===== src/rtl/mult_share_pkg.sv =====
// Shared types and helpers for the multiplier-sharing arbiter and related
// shared-datapath arbiters.
package mult_share_pkg;

    typedef enum logic [1:0] {
        IDLE    = 2'd0,
        BUSY    = 2'd1,
        RELEASE = 2'd2
    } state_e;

    localparam int unsigned DW_DEFAULT             = 8;
    localparam int unsigned TIMEOUT_CYCLES_DEFAULT = 255;

    // Index width for n entries, never less than one bit.
    function automatic int unsigned clog2(input int unsigned n);
        int unsigned w;
        w = 1;
        while ((32'd1 << w) < n) w++;
        return w;
    endfunction

endpackage


===== src/rtl/mult_share_arbiter_if.sv =====
// Requester-side and multiplier-side signals of the shared multiplier.
// master is the arbiter's view; slave is the surrounding environment's view.
interface mult_share_arbiter_if
    import mult_share_pkg::*;
#(
    parameter int unsigned NUM_REQ = 4,
    parameter int unsigned DW      = DW_DEFAULT
) ();

    logic [NUM_REQ-1:0]      req_start_sig;
    logic [NUM_REQ*DW-1:0]   req_multiplicand;
    logic [NUM_REQ*DW-1:0]   req_multiplier;
    logic [NUM_REQ-1:0]      req_done_sig;
    logic [NUM_REQ-1:0]      req_err_sig;
    logic [NUM_REQ*2*DW-1:0] req_product;

    logic                    mul_start_sig;
    logic [DW-1:0]           mul_multiplicand;
    logic [DW-1:0]           mul_multiplier;
    logic                    mul_done_sig;
    logic [2*DW-1:0]         mul_product;

    modport master (
        input  req_start_sig, req_multiplicand, req_multiplier,
        input  mul_done_sig, mul_product,
        output req_done_sig, req_err_sig, req_product,
        output mul_start_sig, mul_multiplicand, mul_multiplier
    );

    modport slave (
        output req_start_sig, req_multiplicand, req_multiplier,
        output mul_done_sig, mul_product,
        input  req_done_sig, req_err_sig, req_product,
        input  mul_start_sig, mul_multiplicand, mul_multiplier
    );

endinterface


===== src/rtl/rr_priority_picker.sv =====
// Round-robin picker: first set request strictly after last_i, wrapping.
// Purely combinational; reusable by any shared-datapath arbiter.
module rr_priority_picker
    import mult_share_pkg::*;
#(
    parameter int unsigned N  = 4,
    parameter int unsigned IW = clog2(N)
) (
    input  logic [N-1:0]  req_i,
    input  logic [IW-1:0] last_i,
    output logic          found_o,
    output logic [IW-1:0] next_idx_o
);

    always_comb begin
        // NOTE: defaults first so every path assigns both outputs and no latch is inferred.
        found_o    = 1'b0;
        next_idx_o = '0;
        // Wrapped range first; the range above last_i then overrides it.
        for (int j = N - 1; j >= 0; j--) begin
            if (req_i[j] && (IW'(j) <= last_i)) begin
                found_o    = 1'b1;
                next_idx_o = IW'(j);
            end
        end
        for (int j = N - 1; j >= 0; j--) begin
            if (req_i[j] && (IW'(j) > last_i)) begin
                found_o    = 1'b1;
                next_idx_o = IW'(j);
            end
        end
    end

endmodule


===== src/rtl/mult_share_arbiter.sv =====
// Shares one start/done multiplier among NUM_REQ requesters with round-robin
// grant, operand latching, per-requester product registers and a watchdog.
module mult_share_arbiter
    import mult_share_pkg::*;
#(
    parameter int unsigned  NUM_REQ        = 4,
    parameter int unsigned  DW             = DW_DEFAULT,
    parameter int unsigned  TIMEOUT_CYCLES = TIMEOUT_CYCLES_DEFAULT,
    localparam int unsigned IW             = clog2(NUM_REQ)
) (
    input  logic                 clk,
    input  logic                 rst_n,
    mult_share_arbiter_if.master bus,
    output logic                 busy,
    output logic [IW-1:0]        grant_idx
);

    localparam int unsigned PW = 2 * DW;
    localparam int unsigned CW = clog2(TIMEOUT_CYCLES);

    state_e                state_q;
    logic [IW-1:0]         last_q;
    logic [IW-1:0]         grant_q;
    logic [DW-1:0]         mcand_q;
    logic [DW-1:0]         mplier_q;
    logic                  mul_start_q;
    logic                  busy_q;
    logic [NUM_REQ-1:0]    done_q;
    logic [NUM_REQ-1:0]    err_q;
    logic [NUM_REQ-1:0]    rearm_q;
    logic [NUM_REQ*PW-1:0] product_q;
    logic [CW-1:0]         wdog_q;

    logic [NUM_REQ-1:0]    eligible;
    logic                  found;
    logic [IW-1:0]         next_idx;

    // A served requester stays masked until it drops start, so a stale level is never re-granted.
    assign eligible = bus.req_start_sig & ~rearm_q;

    rr_priority_picker #(
        .N  (NUM_REQ),
        .IW (IW)
    ) u_picker (
        .req_i      (eligible),
        .last_i     (last_q),
        .found_o    (found),
        .next_idx_o (next_idx)
    );

    always_ff @(posedge clk or negedge rst_n) begin
        if (!rst_n) begin
            state_q     <= IDLE;
            last_q      <= IW'(NUM_REQ - 1);
            grant_q     <= '0;
            mcand_q     <= '0;
            mplier_q    <= '0;
            mul_start_q <= 1'b0;
            busy_q      <= 1'b0;
            done_q      <= '0;
            err_q       <= '0;
            rearm_q     <= '0;
            // NOTE: product slices are ordinary flops, not a RAM, so they take reset like any other output.
            product_q   <= '0;
            wdog_q      <= '0;
        end else begin
            // NOTE: non-blocking throughout; a later assignment in this block overrides these defaults.
            done_q  <= '0;
            err_q   <= '0;
            rearm_q <= rearm_q & bus.req_start_sig;

            case (state_q)
                IDLE: begin
                    if (found) begin
                        for (int i = 0; i < NUM_REQ; i++) begin
                            if (IW'(i) == next_idx) begin
                                mcand_q  <= bus.req_multiplicand[i*DW +: DW];
                                mplier_q <= bus.req_multiplier[i*DW +: DW];
                            end
                        end
                        grant_q     <= next_idx;
                        last_q      <= next_idx;
                        mul_start_q <= 1'b1;
                        busy_q      <= 1'b1;
                        wdog_q      <= '0;
                        state_q     <= BUSY;
                    end
                end

                BUSY: begin
                    // Done wins over a coincident timeout.
                    if (bus.mul_done_sig || (wdog_q == CW'(TIMEOUT_CYCLES - 1))) begin
                        for (int i = 0; i < NUM_REQ; i++) begin
                            if (IW'(i) == grant_q) begin
                                product_q[i*PW +: PW] <= bus.mul_done_sig ? bus.mul_product : '0;
                                done_q[i]             <= 1'b1;
                                err_q[i]              <= !bus.mul_done_sig;
                                rearm_q[i]            <= 1'b1;
                            end
                        end
                        mul_start_q <= 1'b0;
                        wdog_q      <= '0;
                        state_q     <= RELEASE;
                    end else begin
                        wdog_q <= wdog_q + CW'(1);
                    end
                end

                RELEASE: begin
                    busy_q  <= 1'b0;
                    state_q <= IDLE;
                end

                default: begin
                    mul_start_q <= 1'b0;
                    busy_q      <= 1'b0;
                    state_q     <= IDLE;
                end
            endcase
        end
    end

    assign bus.req_done_sig     = done_q;
    assign bus.req_err_sig      = err_q;
    assign bus.req_product      = product_q;
    assign bus.mul_start_sig    = mul_start_q;
    assign bus.mul_multiplicand = mcand_q;
    assign bus.mul_multiplier   = mplier_q;
    assign busy                 = busy_q;
    assign grant_idx            = grant_q;

endmodule


===== src/flat_wrapper.sv =====
// flat-port wrapper written by rule: the top's interface ports become plain ports
module mult_share_arbiter_flat import mult_share_pkg::*;
#(
    parameter int unsigned  NUM_REQ        = 4,
    parameter int unsigned  DW             = DW_DEFAULT,
    parameter int unsigned  TIMEOUT_CYCLES = TIMEOUT_CYCLES_DEFAULT,
    localparam int unsigned IW             = clog2(NUM_REQ)
)
  (clk, rst_n, busy, grant_idx, bus_req_start_sig, bus_req_multiplicand, bus_req_multiplier, bus_mul_done_sig, bus_mul_product, bus_req_done_sig, bus_req_err_sig, bus_req_product, bus_mul_start_sig, bus_mul_multiplicand, bus_mul_multiplier);
  mult_share_arbiter_if #(.NUM_REQ(NUM_REQ), .DW(DW)) bus_i ();
  input  logic clk;
  input  logic rst_n;
  output logic busy;
  output logic [IW-1:0] grant_idx;
  input wire logic [$bits(bus_i.req_start_sig)-1:0] bus_req_start_sig;
  input wire logic [$bits(bus_i.req_multiplicand)-1:0] bus_req_multiplicand;
  input wire logic [$bits(bus_i.req_multiplier)-1:0] bus_req_multiplier;
  input wire logic [$bits(bus_i.mul_done_sig)-1:0] bus_mul_done_sig;
  input wire logic [$bits(bus_i.mul_product)-1:0] bus_mul_product;
  output wire logic [$bits(bus_i.req_done_sig)-1:0] bus_req_done_sig;
  output wire logic [$bits(bus_i.req_err_sig)-1:0] bus_req_err_sig;
  output wire logic [$bits(bus_i.req_product)-1:0] bus_req_product;
  output wire logic [$bits(bus_i.mul_start_sig)-1:0] bus_mul_start_sig;
  output wire logic [$bits(bus_i.mul_multiplicand)-1:0] bus_mul_multiplicand;
  output wire logic [$bits(bus_i.mul_multiplier)-1:0] bus_mul_multiplier;
  assign bus_i.req_start_sig = bus_req_start_sig;
  assign bus_i.req_multiplicand = bus_req_multiplicand;
  assign bus_i.req_multiplier = bus_req_multiplier;
  assign bus_i.mul_done_sig = bus_mul_done_sig;
  assign bus_i.mul_product = bus_mul_product;
  assign bus_req_done_sig = bus_i.req_done_sig;
  assign bus_req_err_sig = bus_i.req_err_sig;
  assign bus_req_product = bus_i.req_product;
  assign bus_mul_start_sig = bus_i.mul_start_sig;
  assign bus_mul_multiplicand = bus_i.mul_multiplicand;
  assign bus_mul_multiplier = bus_i.mul_multiplier;
  mult_share_arbiter #(.NUM_REQ(NUM_REQ), .DW(DW), .TIMEOUT_CYCLES(TIMEOUT_CYCLES)) u_core (.clk(clk), .rst_n(rst_n), .bus(bus_i), .busy(busy), .grant_idx(grant_idx));
endmodule

===== config.mk =====
export PLATFORM = sky130hd
export DESIGN_NAME = mult_share_arbiter_flat
export DESIGN_NICKNAME = d
export VERILOG_FILES = /design/src/rtl/mult_share_pkg.sv /design/src/rtl/mult_share_arbiter_if.sv /design/src/rtl/rr_priority_picker.sv /design/src/rtl/mult_share_arbiter.sv /design/src/flat_wrapper.sv
export SDC_FILE = /design/constraint.sdc
export NUM_CORES = 1
export LEC_CHECK = 0
export BUFFER_PORTS_ARGS = -buffer_cell sky130_fd_sc_hd__buf_4
export CELL_PAD_IN_SITES_DETAIL_PLACEMENT = 0
export CELL_PAD_IN_SITES_GLOBAL_PLACEMENT = 1
export CORE_MARGIN = 3
export CORE_UTILIZATION = 37
export DETAILED_ROUTE_END_ITERATION = 16
export GPL_ROUTABILITY_DRIVEN = 0
export GPL_TIMING_DRIVEN = 0
export PLACE_DENSITY = 0.84
export SYNTH_ARGS = -nofsm -noshare
export SYNTH_HDL_FRONTEND = slang
export SYNTH_SLANG_ARGS = --single-unit

===== constraint.sdc =====
create_clock -name clk -period 2.4 [get_ports clk]
set_input_delay 0.72 -clock clk [delete_from_list [all_inputs] [get_ports clk]]
set_output_delay 0.72 -clock clk [all_outputs]
set_load 0.01 [all_outputs]

==> results of run 1 <==
-- kinds of logic after synthesis --
group                      after synthesis  share of synthesized area (%)
and+or+nand+nor                        161                           15.8
AOI/OAI and AO/OA                      160                           24.7
buffers and inverters                   50                           4.67
adders and majority gates                2                          0.497
DFF                                    108                           53.8
xor gates and xnor gates                 2                          0.348
muxes                                    1                          0.224
-- placed cells by master (no fill, tap or decap), types with 3 or more instances in the layout --
cell       netlist  layout
buf_4            1     182
a21o_1           3       3
clkbuf_1        25      15
nand2_1         87      87
clkbuf_16        0       9
inv_6            0       3
inv_2            4       4
buf_2           11      11
nand3_1          4       3
a311oi_1        16      16
o31ai_1          4       4
nor2_1          13      13
clkbuf_2         0       6
dfrtp_1        106     106
o211ai_1        33      33
nor2b_1          6       6
o21ai_0          4       4
buf_6            4       5
nand2b_1         5       5
or2_1            3       3
nand4_1         19      19
a21oi_1          5       5
o21ai_2         10      12
o21ai_1         29      27
a221oi_1        14      14
o2bb2ai_1       32      32
inv_1            3       3
nor3b_1         17      17
-- worst max-delay path, stage by stage, from the launching register on --
cell and delay, ns:
dfstp_2 0.52, buf_2 0.23, nor2b_1 0.28, a221oi_4 0.12, and3_1 0.20, buf_2 0.17, buf_6 0.16, a221oi_1 0.29
o211ai_1 0.14
-- area by class of cell --
cell class,instances,area [µm²],share of cell area (%)
Sequential cell,108,2710,38.6
Multi-Input combinational cell,326,2120,30.2
Timing Repair Buffer,183,1400,20.0
Clock buffer,9,225,3.22
Tap cell,172,215,3.07
Buffer,38,198,2.82
Clock inverter,7,114,1.63
Inverter,8,30.0,0.429
-- per-layer routing --
metal,routed length [µm],global-route usage [%],vias up
met3,1190,5.58,17
met4,218,5.46,0
met1,6310,25.9,2204
li1,-,-,2189
met5,0,0,-
met2,7580,35.2,163
-- registers in the layout (all words and copies together) (netlist names) --
name and cells:
u_core.bus.req_err_sig 4, u_core.grant_idx 2, u_core.last_q 2, u_core.bus.mul_multiplicand 8
u_core.state_q 2, u_core.busy 1, u_core.wdog_q 8, u_core.bus.req_product 64
u_core.bus.mul_multiplier 8, u_core.rearm_q 4, u_core.bus.mul_start_sig 1, u_core.bus.req_done_sig 4
-- timing repair --
action | CTS | global route
resized for setup | 2 | 13
pin swaps | 0 | 2
setup buffers | 0 | 4
setup endpoints to repair | 10 | 31
-- power by group --
part	switching (µW)	leakage, µW	internal, µW
Combinational	2200	0.00165	1910
Clock	721	0.000166	943
Sequential	543	0.00138	2580
-- per-stage QoR --
stage | total power, µW | setup WS (ns) | setup TNS, ns | hold WS (ns)
final | 8890 | 0.157 | 0 | 0.241
after CTS | 8920 | 0.00257 | 0 | 0.483
after global routing | 9520 | 0.000941 | 0 | 0.259
after floorplan | 5320 | 0.154 | 0 | 0.424
after detailed placement | 7230 | -0.440 | -5.15 | 0.466
after global placement | 7110 | -0.355 | -4.26 | 0.459
-- cells in the mapped netlist (all sizes together) --
| master | instances |
|---|---|
| buf | 17 |
| dfstp | 2 |
| o211a | 1 |
| a221oi | 18 |
| a311oi | 16 |
| clkbuf | 25 |
| nand2b | 5 |
| and2 | 2 |
| o31a | 1 |
| ha | 2 |
| xnor2 | 1 |
| and3 | 2 |
| dfrtp | 106 |
| a32o | 1 |
| nand2 | 87 |
| nor2 | 13 |
| nand4 | 19 |
| a31oi | 1 |
| inv | 7 |
| o31ai | 4 |
| xor2 | 1 |
| a21oi | 5 |
| o311ai | 1 |
| or2 | 3 |
| o21a | 1 |
| nand3 | 4 |
| a21o | 3 |
| nor3b | 17 |
| clkinv | 1 |
| nor2b | 6 |
| o2bb2ai | 32 |
| or4 | 1 |
| or3b | 1 |
| o21ai | 43 |
| mux2 | 1 |
| o211ai | 33 |
| nor4b | 1 |
-- worst paths after layout --
check / start / endpoint / slack [ns] / cells past startpoint
max in group asynchronous: rst_n / u_core.bus.req_product[49] / 1.49 / 2
hold reg to reg: u_core.bus.mul_start_sig / u_core.bus.mul_start_sig / 0.48 / 2
min in group clk: u_core.bus.mul_start_sig / u_core.bus.mul_start_sig / 0.48 / 2
setup reg to reg: u_core.last_q[1] / u_core.bus.mul_multiplier[3] / 0.16 / 8
hold / removal: rst_n / u_core.bus.mul_multiplicand[0] / 0.24 / 1
setup / recovery: u_core.last_q[1] / u_core.bus.mul_multiplier[3] / 0.16 / 8
==> impl_metrics.env, run 1 <==
export IMPL_status="completed"
export IMPL_worstPathRequired_ns=2.61
export IMPL_dieArea_um2=15000
export IMPL_slew_viol_final=0
export IMPL_dp_cells=834
export IMPL_die_w_um=123
export IMPL_ir_drop_mv=0.537
export IMPL_cts_max_level=3
export IMPL_drt_iter0_markers=349
export IMPL_drt_pass1_iter_count=5
export IMPL_grt_overflow=0
export IMPL_cts_reportedPaths_clkPinSlew_ns=0.08
export IMPL_layout_nets=763
export IMPL_path_class="flip-flop to flip-flop"
export IMPL_root_buffer="clkbuf_16"
export IMPL_ioPinCount=179
export IMPL_grt_max_degree=109
export IMPL_numCtsBuffers=9
export IMPL_p_leak_uw=0.00319
export IMPL_postCtsHoldBufs=0
export IMPL_drt_total_wl_um=15300
export IMPL_ys_ff_latch=108
export IMPL_cts_sinks=108
export IMPL_antenna_found_initial=0
export IMPL_placed_area_um2=6580
export IMPL_tightest_slew_ns=0.912
export IMPL_design_area_um2=7000
export IMPL_cp_start_kind="flip-flop"
export IMPL_place_hpwl_um=11600
export IMPL_cts_tree="done"
export IMPL_arrival_ns=2.45
export IMPL_ys_types=45
export IMPL_grt_usage_pct=20.6
export IMPL_via_count=4573
export IMPL_min_period_ns=2.24
export IMPL_syn_mean_instance_area_um2=10.4
export IMPL_core_um2=13000
export IMPL_min_path_type="input port to asynchronous set/reset pin"
export IMPL_grt_pass1_wl_um=24500
export IMPL_syn_num_nets=573
export IMPL_diodes=0
export IMPL_max_slew_margin_pct=38.7
export IMPL_synthCells=484
export IMPL_seq_area_frac_synth_pct=53.8
export IMPL_clock_path_buffers=2
export IMPL_fin_skew_ns=0.00911
export IMPL_rsz0062_at_grt="no"
export IMPL_stdcell_count=851
export IMPL_power_density_nw_per_um2=1270
export IMPL_grt_pass1_vias=4790
export IMPL_hold_viol=0
export IMPL_cp_end_kind="flip-flop"
export IMPL_setup_viol=0
export IMPL_yosys_area_top_type="dfrtp_1"
export IMPL_worstPathMaxFanout=10
export IMPL_fp_dieH_um=123
export IMPL_insertion_delay_ns=0.34
export IMPL_synthTopCellsByArea="dfrtp_1 (53%), nand2_1 (6.5%), o2bb2ai_1 (5.6%), o211ai_1 (4.9%), o21ai_1 (2.9%)"
export IMPL_initial_core_util_pct=38.8
export IMPL_fin_util_pct=53.9
export IMPL_cap_violations=0
export IMPL_viasPerCell=5.37
export IMPL_drc=0
export IMPL_drive_gt1_share_pct=36.2
export IMPL_netlist_area_leader_share_pct=52.7
export IMPL_max_freq_ghz=0.446
export IMPL_syn_cell_area_um2=5030
export IMPL_ant_nets=0
export IMPL_area_delta_synth_final_pct=39.1
export IMPL_rows=41
export IMPL_portBuffers=178
export IMPL_ys_warnings_count=0
export IMPL_drt_wirelength_per_cell_um=18.0
export IMPL_nFillCells=1158
export IMPL_fin_crit_sh_pct=93.5
(Power assumes the default switching activity.)
==> run 2, diff against run 1 <==
PLACE_DENSITY = 0.76   (was 0.84)
==> impl_metrics.env, run 2 (synthesized netlist as in run 1, its figures left out) <==
export IMPL_ioPinCount=179
export IMPL_worstPathMaxFanout=10
export IMPL_stdcell_count=853
export IMPL_top_layer="met4"
export IMPL_largest_reg_flops=64
export IMPL_clock_path_buffers=2
export IMPL_status="completed"
export IMPL_crit_buf_inv=1
export IMPL_core_um2=13000
export IMPL_root_buffer="clkbuf_16"
export IMPL_dieArea_um2=15000
export IMPL_rows=41
export IMPL_ant_nets=0
export IMPL_hold_viol=0
export IMPL_die_w_um=123
export IMPL_cts_sinks=108
export IMPL_cts_max_level=3
export IMPL_postCtsHoldBufs=0
export IMPL_power_uw=8730
export IMPL_drt_iter0_markers=297
export IMPL_drt_pass1_iter_count=5
export IMPL_tightest_slew_ns=0.633
export IMPL_insertion_delay_ns=0.36
export IMPL_portBuffers=178
export IMPL_fin_crit_sh_pct=95.8
export IMPL_wl_met1_um=6760
export IMPL_cts_tree="done"
export IMPL_path_class="flip-flop to flip-flop"
export IMPL_worstPathRequired_ns=2.61
export IMPL_wl_met2_um=7950
export IMPL_mostFrequentLayoutCell="buf_4"
export IMPL_numCtsBuffers=9
export IMPL_setup_viol=0
export IMPL_fin_skew_ns=0.00729
export IMPL_cp_depth=6
export IMPL_max_slew_margin_pct=57.8
export IMPL_crit_family="compound AO/OA/AOI/OAI gates"
export IMPL_rrSetupSlack_ns=0.1
export IMPL_place_hpwl_um=11700
export IMPL_cp_end_kind="flip-flop"
export IMPL_reg2regPathDepth=6
export IMPL_layout_common_cells="buf_4 (182), dfrtp_1 (106), nand2_1 (87)"
export IMPL_drt_total_wl_um=16000
export IMPL_grt_usage_pct=21.7
export IMPL_grt_overflow=0
export IMPL_max_freq_ghz=0.435
export IMPL_slowest_stage="o211ai_1"
export IMPL_initial_core_util_pct=38.8
export IMPL_viasPerCell=5.44
export IMPL_p_leak_uw=0.00317
export IMPL_crit_chain="nand2b_1 -> o211ai_1 -> clkbuf_1 -> a311oi_1 -> a221oi_1 -> o211ai_1"
export IMPL_max_stage_delay_ns=0.40
export IMPL_power_density_nw_per_um2=1250
export IMPL_via_count=4642
export IMPL_min_period_ns=2.30
export IMPL_drt_wirelength_per_cell_um=18.7
export IMPL_layout_nets=765
export IMPL_met3WireLength_um=957
export IMPL_slew_viol_final=0
export IMPL_fp_dieH_um=123
export IMPL_arrival_ns=2.51
export IMPL_cp_start_kind="flip-flop"
export IMPL_grt_pass1_vias=4814
export IMPL_cpMostUsedCell="o211ai_1"
export IMPL_rsz0062_at_grt="no"
export IMPL_cts_reportedPaths_clkPinSlew_ns=0.08
export IMPL_dp_cells=834
export IMPL_diodes=0
export IMPL_antenna_found_initial=0
export IMPL_cap_violations=0
export IMPL_grt_pass1_wl_um=25200
export IMPL_grt_max_degree=109
export IMPL_area_delta_synth_final_pct=38.2
export IMPL_min_path_type="input port to asynchronous set/reset pin"
export IMPL_drive_gt1_share_pct=36.3
export IMPL_drc=0
export IMPL_ir_drop_mv=0.600
[run 2: worst paths after layout]
| path | start | to |
|---|---|---|
| max | u_core.rearm_q[2] | u_core.bus.mul_multiplier[5] |
| min | rst_n | u_core.bus.req_done_sig[3] |
| max reg2reg | u_core.rearm_q[2] | u_core.bus.mul_multiplier[5] |
| min reg2reg | u_core.rearm_q[2] | u_core.rearm_q[2] |
| max in group asynchronous | rst_n | u_core.last_q[1] |
| min in group clk | u_core.rearm_q[2] | u_core.rearm_q[2] |
[run 2: where the power goes]
group	switching (µW)	leakage, µW	internal, µW
Sequential	519	0.00138	2580
Combinational	2270	0.00166	1910
Clock	718	0.000140	728
Total	3500	0.00317	5220
[run 2: area by class of cell]
type	instances	area, µm²
buffer	40	206
clock buffer	10	229
clock inverter	6	55.1
fill	1208	6020
inverter	8	30.0
multi-input combinational	326	2120
sequential	108	2710
tap	172	215
timing repair buffer	183	1400
[run 2: routing by layer]
layer	GRT usage, %	up-vias
li1	-	2184
met1	28.8	2272
met3	5.12	26
met5	0	-
met4	7.07	0
met2	35.1	160
[run 2: through the flow]
stage | instance area, µm² | hold slack (ns) | worst slack, ns | util (%) | setup TNS [ns]
5_1_grt | 6960 | 0.157 | 0.00263 | 53.6 | 0
2_1_floorplan | 5030 | 0.424 | 0.154 | - | 0
6_report | 6960 | 0.167 | 0.0996 | 53.6 | 0
3_3_place_gp | 6580 | 0.465 | -0.389 | 50.7 | -5.95
4_1_cts | 6890 | 0.487 | 0.00133 | 53.1 | 0
3_5_place_dp | 6580 | 0.464 | -0.459 | 50.7 | -6.61
[run 2: repair_timing]
item | in CTS | in global routing
endpoints found under the setup margin | 11 | 39
pin swaps | 1 | 1
gates resized for setup | 4 | 13
buffers inserted | 2 | 2
==> run 3, diff against run 2 <==
CORE_UTILIZATION = 31   (was 37)
PLACE_DENSITY = 0.65   (was 0.76)
==> impl_metrics.env, run 3 (synthesized netlist as in run 1, its figures left out) <==
export IMPL_diodes=0
export IMPL_grt_usage_pct=18.8
export IMPL_grt_max_degree=109
export IMPL_fin_crit_sh_pct=93.8
export IMPL_worstPathMaxFanout=10
export IMPL_layout_common_cells="buf_4 (181), dfrtp_1 (106), nand2_1 (87)"
export IMPL_ir_drop_mv=0.447
export IMPL_clkPwrFrac_pct=17.0
export IMPL_arrival_ns=2.47
export IMPL_fin_skew_ns=0.00600
export IMPL_combPwrFrac_pct=47.6
export IMPL_grt_pass1_vias=4818
export IMPL_grt_overflow=0
export IMPL_portBuffers=178
export IMPL_min_path_type="input port to asynchronous set/reset pin"
export IMPL_max_freq_ghz=0.444
export IMPL_layout_nets=762
export IMPL_switchingPower_uw=3490
export IMPL_setup_viol=0
export IMPL_status="completed"
export IMPL_critPathLaunch="bus_req_start_sig[1]"
export IMPL_dieArea_um2=17800
export IMPL_cap_violations=0
export IMPL_drt_iter0_markers=293
export IMPL_rrSetupSlack_ns=0.17
export IMPL_die_w_um=133
export IMPL_p_leak_uw=0.00316
export IMPL_power_internal_uw=5300
export IMPL_drc=0
export IMPL_drt_wirelength_per_cell_um=18.8
export IMPL_largest_reg_flops=64
export IMPL_reg2regPathDepth=7
export IMPL_mostFrequentLayoutCell="buf_4"
export IMPL_numCtsBuffers=9
export IMPL_via_count=4624
export IMPL_cp_end_kind="flip-flop"
export IMPL_grt_pass1_wl_um=26600
export IMPL_switching_share_pct=39.7
export IMPL_power_density_nw_per_um2=1260
export IMPL_ioPinCount=179
export IMPL_min_period_ns=2.25
export IMPL_fp_dieH_um=133
export IMPL_drt_total_wl_um=16700
export IMPL_tightest_slew_ns=0.646
export IMPL_drive_gt1_share_pct=36.2
export IMPL_placed_area_um2=6630
export IMPL_slew_viol_final=0
export IMPL_rows=45
export IMPL_postCtsHoldBufs=0
export IMPL_fin_util_pct=45.0
export IMPL_core_um2=15500
export IMPL_hold_viol=0
export IMPL_seqPwrFrac_pct=35.4
export IMPL_cp_start_kind="input port"
export IMPL_nFillCells=1563
export IMPL_initial_core_util_pct=32.4
export IMPL_viasPerCell=5.21
export IMPL_antenna_found_initial=0
export IMPL_drt_pass1_iter_count=5
export IMPL_clock_path_buffers=2
export IMPL_worstPathRequired_ns=2.62
export IMPL_area_delta_synth_final_pct=39.0
export IMPL_rsz0062_at_grt="no"
export IMPL_cts_max_level=3
export IMPL_cts_reportedPaths_clkPinSlew_ns=0.07
export IMPL_cts_sinks=108
export IMPL_design_area_um2=7000
export IMPL_max_slew_margin_pct=56.7
export IMPL_r2r_end="u_core.bus.mul_multiplicand[6]"
export IMPL_cts_tree="done"
export IMPL_critPathCapture="u_core.bus.mul_multiplier[5]"
export IMPL_place_hpwl_um=12400
export IMPL_root_buffer="clkbuf_16"
export IMPL_insertion_delay_ns=0.35
export IMPL_ant_nets=0
export IMPL_path_class="input port to flip-flop"
export IMPL_r2r_start="u_core.last_q[1]"
-- run 3: timing repair --
item	CTS	global route
resized for setup	4	14
setup buffers	0	2
pin swaps	1	2
setup endpoints to repair	26	36
gates cloned	0	0
-- run 3: area by class of cell --
cell class                 count  area (µm²)  share of cell area [%]
clock inverter                 6        63.8                   0.912
clock buffer                   9         225                    3.22
inverter                       8        30.0                   0.429
sequential                   108        2710                    38.7
multi-input combinational    326        2120                    30.3
buffer                        39         205                    2.93
timing repair buffer         181        1380                    19.8
tap                          211         264                    3.77
-- run 3: power groups by stage --
| stage | Clock, µW | Combinational [µW] | Sequential [µW] |
|---|---|---|---|
| finish | 1490 | 4180 | 3110 |
| global route | 1600 | 4590 | 3220 |
| CTS | 1540 | 4170 | 3120 |
| detailed placement | 0 | 4160 | 3150 |
| global placement | 0 | 4090 | 3130 |
| floorplan | 0 | 1990 | 3340 |
-- run 3: worst min-delay path by stage --
| stage | endpoint | cells after the start | slack [ns] |
|---|---|---|---|
| 3_5_place_dp | u_core.rearm_q[2] | 2 | 0.47 |
| 4_1_cts | u_core.rearm_q[2] | 2 | 0.48 |
| 5_1_grt | u_core.bus.req_done_sig[0] | 1 | 0.32 |
| 2_1_floorplan | u_core.bus.mul_multiplicand[0] | 0 | 0.42 |
| 3_3_place_gp | u_core.rearm_q[2] | 2 | 0.46 |
| 6_report | u_core.bus.req_done_sig[0] | 1 | 0.30 |
-- run 3: critical path, cell delays in order --
cell,delay [ns]
buf_4,0.11
nor2b_1,0.15
buf_2,0.25
o211ai_1,0.16
buf_4,0.20
and3_1,0.14
buf_2,0.17
buf_6,0.16
a221oi_1,0.26
o211ai_1,0.13
-- run 3: layer usage --
| layer | part of all wire [%] | wire (µm) | global-route usage, % |
|---|---|---|---|
| met1 | 44 | 7370 | 24.9 |
| met4 | 1.8 | 300 | 7.26 |
| met3 | 7.6 | 1270 | 4.95 |
| met2 | 46 | 7720 | 29.4 |
| met5 | 0 | 0 | 0 |
-- run 3: metrics by stage --
step | setup TNS, ns | hold slack, ns | instances | total power [µW] | setup WS, ns
2_1_floorplan | 0 | 0.424 | 484 | 5320 | 0.154
3_3_place_gp | -7.76 | 0.460 | 873 | 7220 | -0.444
3_5_place_dp | -8.64 | 0.468 | 873 | 7310 | -0.432
4_1_cts | 0 | 0.485 | 888 | 8830 | 0.00519
5_1_grt | 0 | 0.323 | 888 | 9410 | 0.0158
6_report | 0 | 0.304 | 888 | 8790 | 0.148
